File: src/rtl/ide_dma_pkg.sv
// rtl/ide_dma_pkg.sv - shared definitions for the IDE DMA controller
//
// Holds the controller state encoding and the default address/count widths
// so the controller and anything that instantiates it agree on them.
package ide_dma_pkg;

  localparam int ADDR_W_DEF = 21;  // word-address width
  localparam int CNT_W_DEF  = 8;   // word-count width; a count of 0 means 2^CNT_W

  typedef enum logic [1:0] {
    IDLE     = 2'd0,
    MEM_RD   = 2'd1,
    IDE_XFER = 2'd2,
    MEM_WR   = 2'd3
  } state_t;

endpackage

File: src/rtl/ide_dma_ctrl.sv
// rtl/ide_dma_ctrl.sv - word-at-a-time DMA engine between an IDE port and memory
//
// Moves a burst of 16-bit words between memory and the IDE data port, one
// word at a time.
//   IDE -> memory (dir_rd=1): IDE_XFER -> MEM_WR per word.
//   memory -> IDE (dir_rd=0): MEM_RD -> IDE_XFER per word.
//
// Ports:
//   clk, reset_n       clock; asynchronous active-low reset
//   start              one-cycle burst request (ignored while busy)
//   dir_rd             1 = IDE->memory, 0 = memory->IDE
//   addr_in, cnt_in    first word address and word count (0 = 2^CNT_W words)
//   abort              one-cycle stop request, honoured at the next word boundary
//   busy               burst in progress
//   done               one-cycle end-of-burst pulse
//   aborted            last burst was ended by abort
//   remaining          words still to move
//   dma_req, dma_rnw   IDE cycle request and direction
//   dma_out            write data to IDE
//   ide_in             read data from IDE
//   ide_rdy_stb        IDE cycle-complete strobe
//   mem_req, mem_rnw   memory request and direction
//   mem_addr           memory word address
//   mem_wdata          memory write data
//   mem_rdata          memory read data
//   mem_ack            one-cycle memory completion
//
// Every output comes straight from a flop. The request/direction flops are
// loaded from the next-state value, so they change together with the state.
module ide_dma_ctrl
  import ide_dma_pkg::*;
#(
  parameter int ADDR_W = ADDR_W_DEF,
  parameter int CNT_W  = CNT_W_DEF
) (
  input  logic              clk,
  input  logic              reset_n,
  input  logic              start,
  input  logic              dir_rd,
  input  logic [ADDR_W-1:0] addr_in,
  input  logic [CNT_W-1:0]  cnt_in,
  input  logic              abort,
  output logic              busy,
  output logic              done,
  output logic              aborted,
  output logic [CNT_W-1:0]  remaining,
  output logic              dma_req,
  output logic              dma_rnw,
  output logic [15:0]       dma_out,
  input  logic [15:0]       ide_in,
  input  logic              ide_rdy_stb,
  output logic              mem_req,
  output logic              mem_rnw,
  output logic [ADDR_W-1:0] mem_addr,
  output logic [15:0]       mem_wdata,
  input  logic [15:0]       mem_rdata,
  input  logic              mem_ack
);

  state_t            state, state_n;
  logic [ADDR_W-1:0] addr_r, addr_n;
  logic [CNT_W-1:0]  cnt_r, cnt_n;
  logic [15:0]       data_r, data_n;
  logic              dir_r, dir_n;
  logic              abort_pend, abort_pend_n;
  logic              aborted_n, done_n;
  logic              busy_n, dma_req_n, dma_rnw_n, mem_req_n, mem_rnw_n;
  logic              word_done;
  logic              abort_now;
  logic              last_word;

  always_comb begin
    state_n      = state;
    addr_n       = addr_r;
    cnt_n        = cnt_r;
    data_n       = data_r;
    dir_n        = dir_r;
    abort_pend_n = abort_pend;
    aborted_n    = aborted;
    done_n       = 1'b0;
    word_done    = 1'b0;
    last_word    = (cnt_r == CNT_W'(1));

    // An abort arriving in the same cycle as a word completes counts as
    // pending for that boundary.
    abort_now = abort_pend | (busy & abort);
    if (busy && abort) begin
      abort_pend_n = 1'b1;
    end

    case (state)
      IDLE: begin
        if (start) begin
          addr_n       = addr_in;
          cnt_n        = cnt_in;
          dir_n        = dir_rd;
          aborted_n    = 1'b0;
          abort_pend_n = 1'b0;
          state_n      = dir_rd ? IDE_XFER : MEM_RD;
        end
      end
      MEM_RD: begin
        if (mem_ack) begin
          data_n  = mem_rdata;
          state_n = IDE_XFER;
        end
      end
      IDE_XFER: begin
        if (ide_rdy_stb) begin
          if (dir_r) begin
            data_n  = ide_in;
            state_n = MEM_WR;
          end else begin
            word_done = 1'b1;
          end
        end
      end
      MEM_WR: begin
        if (mem_ack) begin
          word_done = 1'b1;
        end
      end
      default: state_n = IDLE;
    endcase

    if (word_done) begin
      addr_n = addr_r + ADDR_W'(1);
      cnt_n  = cnt_r - CNT_W'(1);
      if (last_word || abort_now) begin
        state_n      = IDLE;
        done_n       = 1'b1;
        // Finishing the final word is a normal end even if abort coincides.
        aborted_n    = abort_now && !last_word;
        abort_pend_n = 1'b0;
      end else begin
        state_n = dir_r ? IDE_XFER : MEM_RD;
      end
    end

    busy_n    = (state_n != IDLE);
    dma_req_n = (state_n == IDE_XFER);
    mem_req_n = (state_n == MEM_RD) || (state_n == MEM_WR);
    mem_rnw_n = (state_n != MEM_WR);
    dma_rnw_n = (state_n == IDLE) ? 1'b1 : dir_n;
  end

  always_ff @(posedge clk or negedge reset_n) begin
    if (!reset_n) begin
      state      <= IDLE;
      addr_r     <= '0;
      cnt_r      <= '0;
      data_r     <= '0;
      dir_r      <= 1'b0;
      abort_pend <= 1'b0;
      busy       <= 1'b0;
      done       <= 1'b0;
      aborted    <= 1'b0;
      dma_req    <= 1'b0;
      dma_rnw    <= 1'b1;
      mem_req    <= 1'b0;
      mem_rnw    <= 1'b1;
    end else begin
      state      <= state_n;
      addr_r     <= addr_n;
      cnt_r      <= cnt_n;
      data_r     <= data_n;
      dir_r      <= dir_n;
      abort_pend <= abort_pend_n;
      busy       <= busy_n;
      done       <= done_n;
      aborted    <= aborted_n;
      dma_req    <= dma_req_n;
      dma_rnw    <= dma_rnw_n;
      mem_req    <= mem_req_n;
      mem_rnw    <= mem_rnw_n;
    end
  end

  assign remaining = cnt_r;
  assign mem_addr  = addr_r;
  assign mem_wdata = data_r;
  assign dma_out   = data_r;

endmodule
File: config.mk
export PLATFORM = sky130hd
export DESIGN_NAME = ide_dma_ctrl
export DESIGN_NICKNAME = d
export VERILOG_FILES = /design/src/rtl/ide_dma_pkg.sv /design/src/rtl/ide_dma_ctrl.sv
export SDC_FILE = /design/constraint.sdc
export NUM_CORES = 1
export LEC_CHECK = 0
export BUFFER_PORTS_ARGS = -buffer_cell sky130_fd_sc_hd__buf_2
export CAP_MARGIN = 20
export CORE_ASPECT_RATIO = 0.6
export CORE_MARGIN = 5
export CORE_UTILIZATION = 40
export CTS_BUF_LIST = sky130_fd_sc_hd__clkbuf_2
export DETAILED_ROUTE_END_ITERATION = 10
export GPL_TIMING_DRIVEN = 0
export PLACE_DENSITY = 0.73
export SYNTH_ARGS = -nofsm -noshare
export SYNTH_HDL_FRONTEND = slang
export SYNTH_SLANG_ARGS = --single-unit
File: constraint.sdc
create_clock -name clk -period 2 [get_ports clk]
set_clock_uncertainty 0.1 [all_clocks]
set_input_delay 0.1 -clock clk [delete_from_list [all_inputs] [get_ports clk]]
set_output_delay 0.1 -clock clk [all_outputs]
set_load 0.02 [all_outputs]
==> qor.txt, run 1 <==
Compound-cell area share of the yosys netlist: 0.213
Fin. max-slew vios: 0
Top post-synthesis cells by count: dfrtp_1, nand2_1, nor2_1
Dominant cell type by area after synthesis: dfrtp_1
Hold path cells: 4
Worst skew pair latency: 460 ps
Max Buffers Root-to-Sink: 2
Outcome: finished with violations
Layout cell share with drive strength beyond 1: 0.397
PD cells: 1480 nW/um2
DR vias: 3512
Maximum vdd drop: 0.000714 V
Failing checks: negative setup slack
R2R depth: 6
Setup crit end kind: flip-flop
Antenna diode count: 0
CTS Sinks: 55
First-pass GRT wire length: 16900 um
RSZ-0062 raised after global routing: yes
Area after DPL: 3890 um2
Largest family of logic cells by synthesized area: compound AO/OA/AOI/OAI gates
Gpl congestion: 0.824
HP Class: input pin to flip-flop
DRC errors left: 0
Vias/cell: 5.35
Share of synthesized registers carrying an async set or reset: 1.00
WP data arrival: 2350 ps
Iter 0 DRT Violations: 250
# port buffers: 135
Syn nets: 397
Synth unique cells: 55
Max Fclk: 493 MHz
CP Class: flip-flop to flip-flop
Final worst slack: -28.4 ps
Die Ht: 77.8 um
Core ar.: 7360 um2
Adder-Cell Fraction of Synth Area: 0.0123
Post-synth EDFFs: 0
Post-route antenna net violation count: 0
Reg2reg start: dir_r
Min cycle time layout: 2030 ps
Critical Path Source: dir_r
Avg Inst Size Synth: 9.39 um2
Number of global-route vias before repair: 3437
Largest fanout on the critical path: 9
Synth Flop Type: dfrtp_1
Fill cells: 552
I/O pins: 136
Full die area: 9560 um2
Proportion of synthesized area in mux cells: 0.0523
Initial antenna violation count: 0
Hold path start: ide_rdy_stb
Worst Setup Start Kind: flip-flop
Synth warn: 0
HPWL Detailed: 7550 um
Maxcap violations: 0
Total global routing overflow: 0
Synthesized cell area: 3060 um2
R2R Setup Slk: -30 ps
Xor and xnor fraction of the mapped netlist area: 0
# nets final: 622
Num rows: 24
Max-Slew Margin vs Limit: 0.552
Htree depth: 2
Area growth from synthesis to layout: 59.1%
Largest net degree at the start of global routing: 41
Routed WL: 11000 um
Most frequent cell after synthesis: dfrtp_1
Initial Util: 0.416
Hold Vio Cnt, Final: 0
Synth top area share: 0.433
GRT Overall Usage: 0.220
Setup WS pre-CTS: -282 ps
Hold Slack: 44.5 ps
Worst-Margin Slew: 670 ps
#FFs+latches synth: 55
Hold EP: mem_rnw
CP required: 2320 ps
DR pass1 iterations: 5
Layout Cell Area excl Fill: 4870 um2
Root buf cell: clkbuf_2
Routed WL per cell: 16.8 um
Fin crit share: 1.01
Simple-gate area share of the yosys netlist: 0.192
Seq/Total Area, Yosys: 0.450
Pleak: 2.30 nW
CTS tree: built
Main area contributors after synthesis: dfrtp_1, mux2i_1, nand2_1
CTS buffer count: 5
Clock Pin Slew Worst Setup and Hold Paths: 300 ps
Cells after synthesis: 326
Die Span X: 123 um
TNS Setup: -66.1 ps
Worst flop-to-flop path endpoint: mem_addr[10]
Final setup vio count: 3
==> report_power, final <==
part           total [mW]  switching, mW  internal [mW]
logic                4.37           2.56           1.81
registers            2.26          0.599           1.66
clock network       0.567          0.362          0.205
total                7.20           3.52           3.68
==> through the flow <==
step | util | power [mW] | instances
6_report | 0.662 | 7.20 | 656
3_3_place_gp | 0.526 | 5.99 | 565
2_1_floorplan | - | 4.75 | 326
5_1_grt | 0.662 | 7.67 | 656
3_5_place_dp | 0.528 | 6.11 | 566
4_1_cts | 0.639 | 6.93 | 645
==> state kept, by name, indices dropped and copies added, names as in the netlist <==
name and count:
abort_pend 1, aborted 1, busy 1, dir_r 1, dma_out 16, dma_req 1, dma_rnw 1, done 1
mem_addr 21, mem_rnw 1, remaining 8, state 2
==> critical path, cell delays in order (launching register included) <==
cell       delay, ps
dfrtp_2          540
or3b_4           450
a2111oi_4        360
buf_6            180
buf_12           120
nor3_4            30
a211oi_2         210
==> timing repair <==
| action | CTS | global route |
|---|---|---|
| pin swaps | 1 | 8 |
| gates resized for setup | 14 | 24 |
| hold buffers | 67 | 0 |
| setup buffers | 4 | 13 |
| endpoints found under the hold margin | 107 | 0 |
| setup endpoints to repair | 55 | 37 |
==> worst max path at each step <==
| stage | to | slack, ps | depth (start not counted) |
|---|---|---|---|
| finish | mem_addr[10] | -30 | 6 |
| floorplan | mem_addr[14] | 30 | 5 |
| detailed placement | dma_req | -280 | 6 |
| global route | mem_addr[16] | -170 | 7 |
| CTS | mem_addr[20] | 10 | 4 |
| global placement | mem_addr[12] | -200 | 6 |
==> cell families after synthesis <==
group | Yosys count
and+or+nand+nor | 116
muxes | 16
AOI/OAI and AO/OA | 91
DFF | 55
buffers and inverters | 45
adders and majority gates | 3
==> area by class of cell <==
type	count	area, um2	area share
Buffer	31	206	0.0424
Clock buffer	5	25.0	0.00514
Clock inverter	3	38.8	0.00796
Inverter	12	45.0	0.00925
Multi-Input combinational cell	226	1530	0.314
Sequential cell	55	1390	0.285
Tap cell	104	130	0.0267
Timing Repair Buffer	220	1510	0.310
==> metal layers <==
metal,share of wire,vias to the layer above,global-route usage
met5,0,-,0
met4,0.010,0,0.0514
met3,0.11,13,0.0567
met2,0.45,192,0.355
met1,0.43,1653,0.298
li1,-,1654,-
==> placed cells by master (no fill, tap or decap), types with 7 or more instances in the layout <==
cell type and n:
buf_2 137, buf_4 32, clkbuf_2 12, dfrtp_1 47, dlygate4sd3_1 67, inv_1 12, mux2i_1 16, nand2_1 32
nand3_1 11, nor2_1 27, nor3_1 9, o211ai_1 7, o21ai_0 24
No activity file was read; power rests on OpenSTA's default activity.
==> run 2: changes to the inputs <==
Settings changed: SKIP_LAST_GASP from default to 1.
==> run 2 against run 1 <==
The flow still finishes with violations (negative setup slack); die area is the same; total power decreased by 0.31%; sequential share of layout area increased by 0.059 points; setup slack gained 11 ps; cell count down 0.30%; sequential power about the same; final area is 0.21% lower; utilization down 0.14 points; clock power hardly changed; critical path depth is the same; largest power group unchanged.
==> qor.txt, run 2 (synthesized netlist as in run 1, its figures left out) <==
Layout cell share with drive strength beyond 1: 0.396
Htree depth: 2
DRC errors left: 0
Min cycle time layout: 2020 ps
Clock power frac: 0.079
Initial antenna violation count: 0
Antenna diode count: 0
Routed WL: 11000 um
HP Class: input pin to flip-flop
P_sw: 3.52 mW
# nets final: 620
Gpl congestion: 0.824
Setup WS pre-CTS: -282 ps
Largest net degree at the start of global routing: 41
Root buf cell: clkbuf_2
Area after DPL: 3890 um2
PD cells: 1480 nW/um2
Final setup vio count: 3
R2R depth: 6
DR pass1 iterations: 4
Max-Slew Margin vs Limit: 0.563
CTS Sinks: 55
Max Buffers Root-to-Sink: 2
Layout Cell Area excl Fill: 4860 um2
Iter 0 DRT Violations: 214
Worst-path cell chain: or3b_4 -> a2111oi_4 -> buf_6 -> buf_12 -> nor3_4 -> a211oi_2
Number of flip-flops in the largest register: 21
HPWL Detailed: 7550 um
I/O pins: 136
Initial Util: 0.416
Routed WL per cell: 16.8 um
Max Fclk: 496 MHz
Critical Path Source: dir_r
Pleak: 2.29 nW
CTS tree: built
Setup crit end kind: flip-flop
DR vias: 3476
Hold path cells: 4
Total global routing overflow: 0
WP depth: 6
WP data arrival: 2340 ps
First-pass GRT wire length: 16900 um
Die Ht: 77.8 um
Clock Pin Slew Worst Setup and Hold Paths: 310 ps
Sw Ratio: 0.490
CP Class: flip-flop to flip-flop
Hold Slack: 49.6 ps
Worst Path Buf+Inv: 2
Sequential power share: 0.314
Post-route antenna net violation count: 0
R2R Setup Slk: -20 ps
Internal: 3.66 mW
CP required: 2330 ps
Worst path slowest cell: dfrtp_2
Maxcap violations: 0
Most frequent cells in the layout: buf_2, dlygate4sd3_1, dfrtp_1
Fin. max-slew vios: 0
Die Span X: 123 um
Combinational Power Share: 0.606
Full die area: 9560 um2
# port buffers: 135
Final worst slack: -17.4 ps
Largest fanout on the critical path: 9
Worst skew pair latency: 450 ps
Area growth from synthesis to layout: 58.8%
Most common cell after layout, fill and taps aside: buf_2
Top Family by Delay on Critical Path: compound AO/OA/AOI/OAI gates
CP peak stage delay: 540 ps
Num rows: 24
CTS buffer count: 5
Number of global-route vias before repair: 3439
Hold Vio Cnt, Final: 0
GRT Overall Usage: 0.220
Worst Setup Start Kind: flip-flop
Failing checks: negative setup slack
Fin crit share: 1.01
Core ar.: 7360 um2
Outcome: finished with violations
Hold path start: ide_rdy_stb
Maximum vdd drop: 0.000707 V
RSZ-0062 raised after global routing: yes
Worst-Margin Slew: 653 ps
Vias/cell: 5.31
Total power: 7.18 mW
Reg2reg start: dir_r
## run 2: changes by cell type in the layout (fill, tap and decap cells not counted)
cell / delta
buf_4: -2
nor3_1: -1
nor3_2: +1
## run 2: timing repair
action	in CTS	in global routing
hold buffers	67	0
setup endpoints to repair	55	40
buffers inserted	4	11
gates resized for setup	13	26
endpoints found under the hold margin	107	0
pin swaps	1	9
## run 2: path summary, 6_finish.rpt
| path | to |
|---|---|
| worst max-delay path | mem_addr[10] |
| worst min-delay path | mem_rnw |
| worst max register to register | mem_addr[10] |
| worst min register to register | dma_out[15] |
| max in group asynchronous | mem_addr[6] |
| min in group asynchronous | mem_addr[16] |
## run 2: area by class of cell
type | instances | area [um2]
repair buffers | 218 | 1500
fillers | 549 | 2500
plain buffers | 31 | 206
clock inverters | 3 | 38.8
multi-input cells | 226 | 1530
well taps | 104 | 130
clock buffers | 5 | 25.0
flip-flops and latches | 55 | 1390
inverters | 12 | 45.0
## run 2: stage by stage
| stage | utilization | setup TNS [ps] | std cells |
|---|---|---|---|
| detailed placement | 0.528 | -6920 | 566 |
| finish | 0.661 | -38.0 | 654 |
| global placement | 0.526 | -3980 | 565 |
| floorplan | - | 0 | 326 |
| global route | 0.661 | -1040 | 654 |
| CTS | 0.638 | -78.3 | 645 |
## run 2: power by group through the flow
stage	Clock [mW]	Sequential, mW	Combinational, mW
floorplan	0	2.72	2.03
global placement	0	2.19	3.79
detailed placement	0	2.23	3.88
CTS	0.578	2.21	4.13
global route	0.616	2.33	4.70
finish	0.569	2.26	4.35
## run 2: tightest hold or removal path, stage by stage
cell,delay (ps)
buf_2,130
a311oi_1,100
a21oi_1,200
nand2_1,90
## run 2: metal layers
metal / share of wire / vias to the layer above / wire length (um) / global-route usage
met5: 0 / - / 0 / 0
met1: 0.43 / 1659 / 4750 / 0.298
met2: 0.45 / 154 / 5000 / 0.355
li1: - / 1652 / - / -
met3: 0.10 / 11 / 1150 / 0.0567
met4: 0.0086 / 0 / 94 / 0.0514
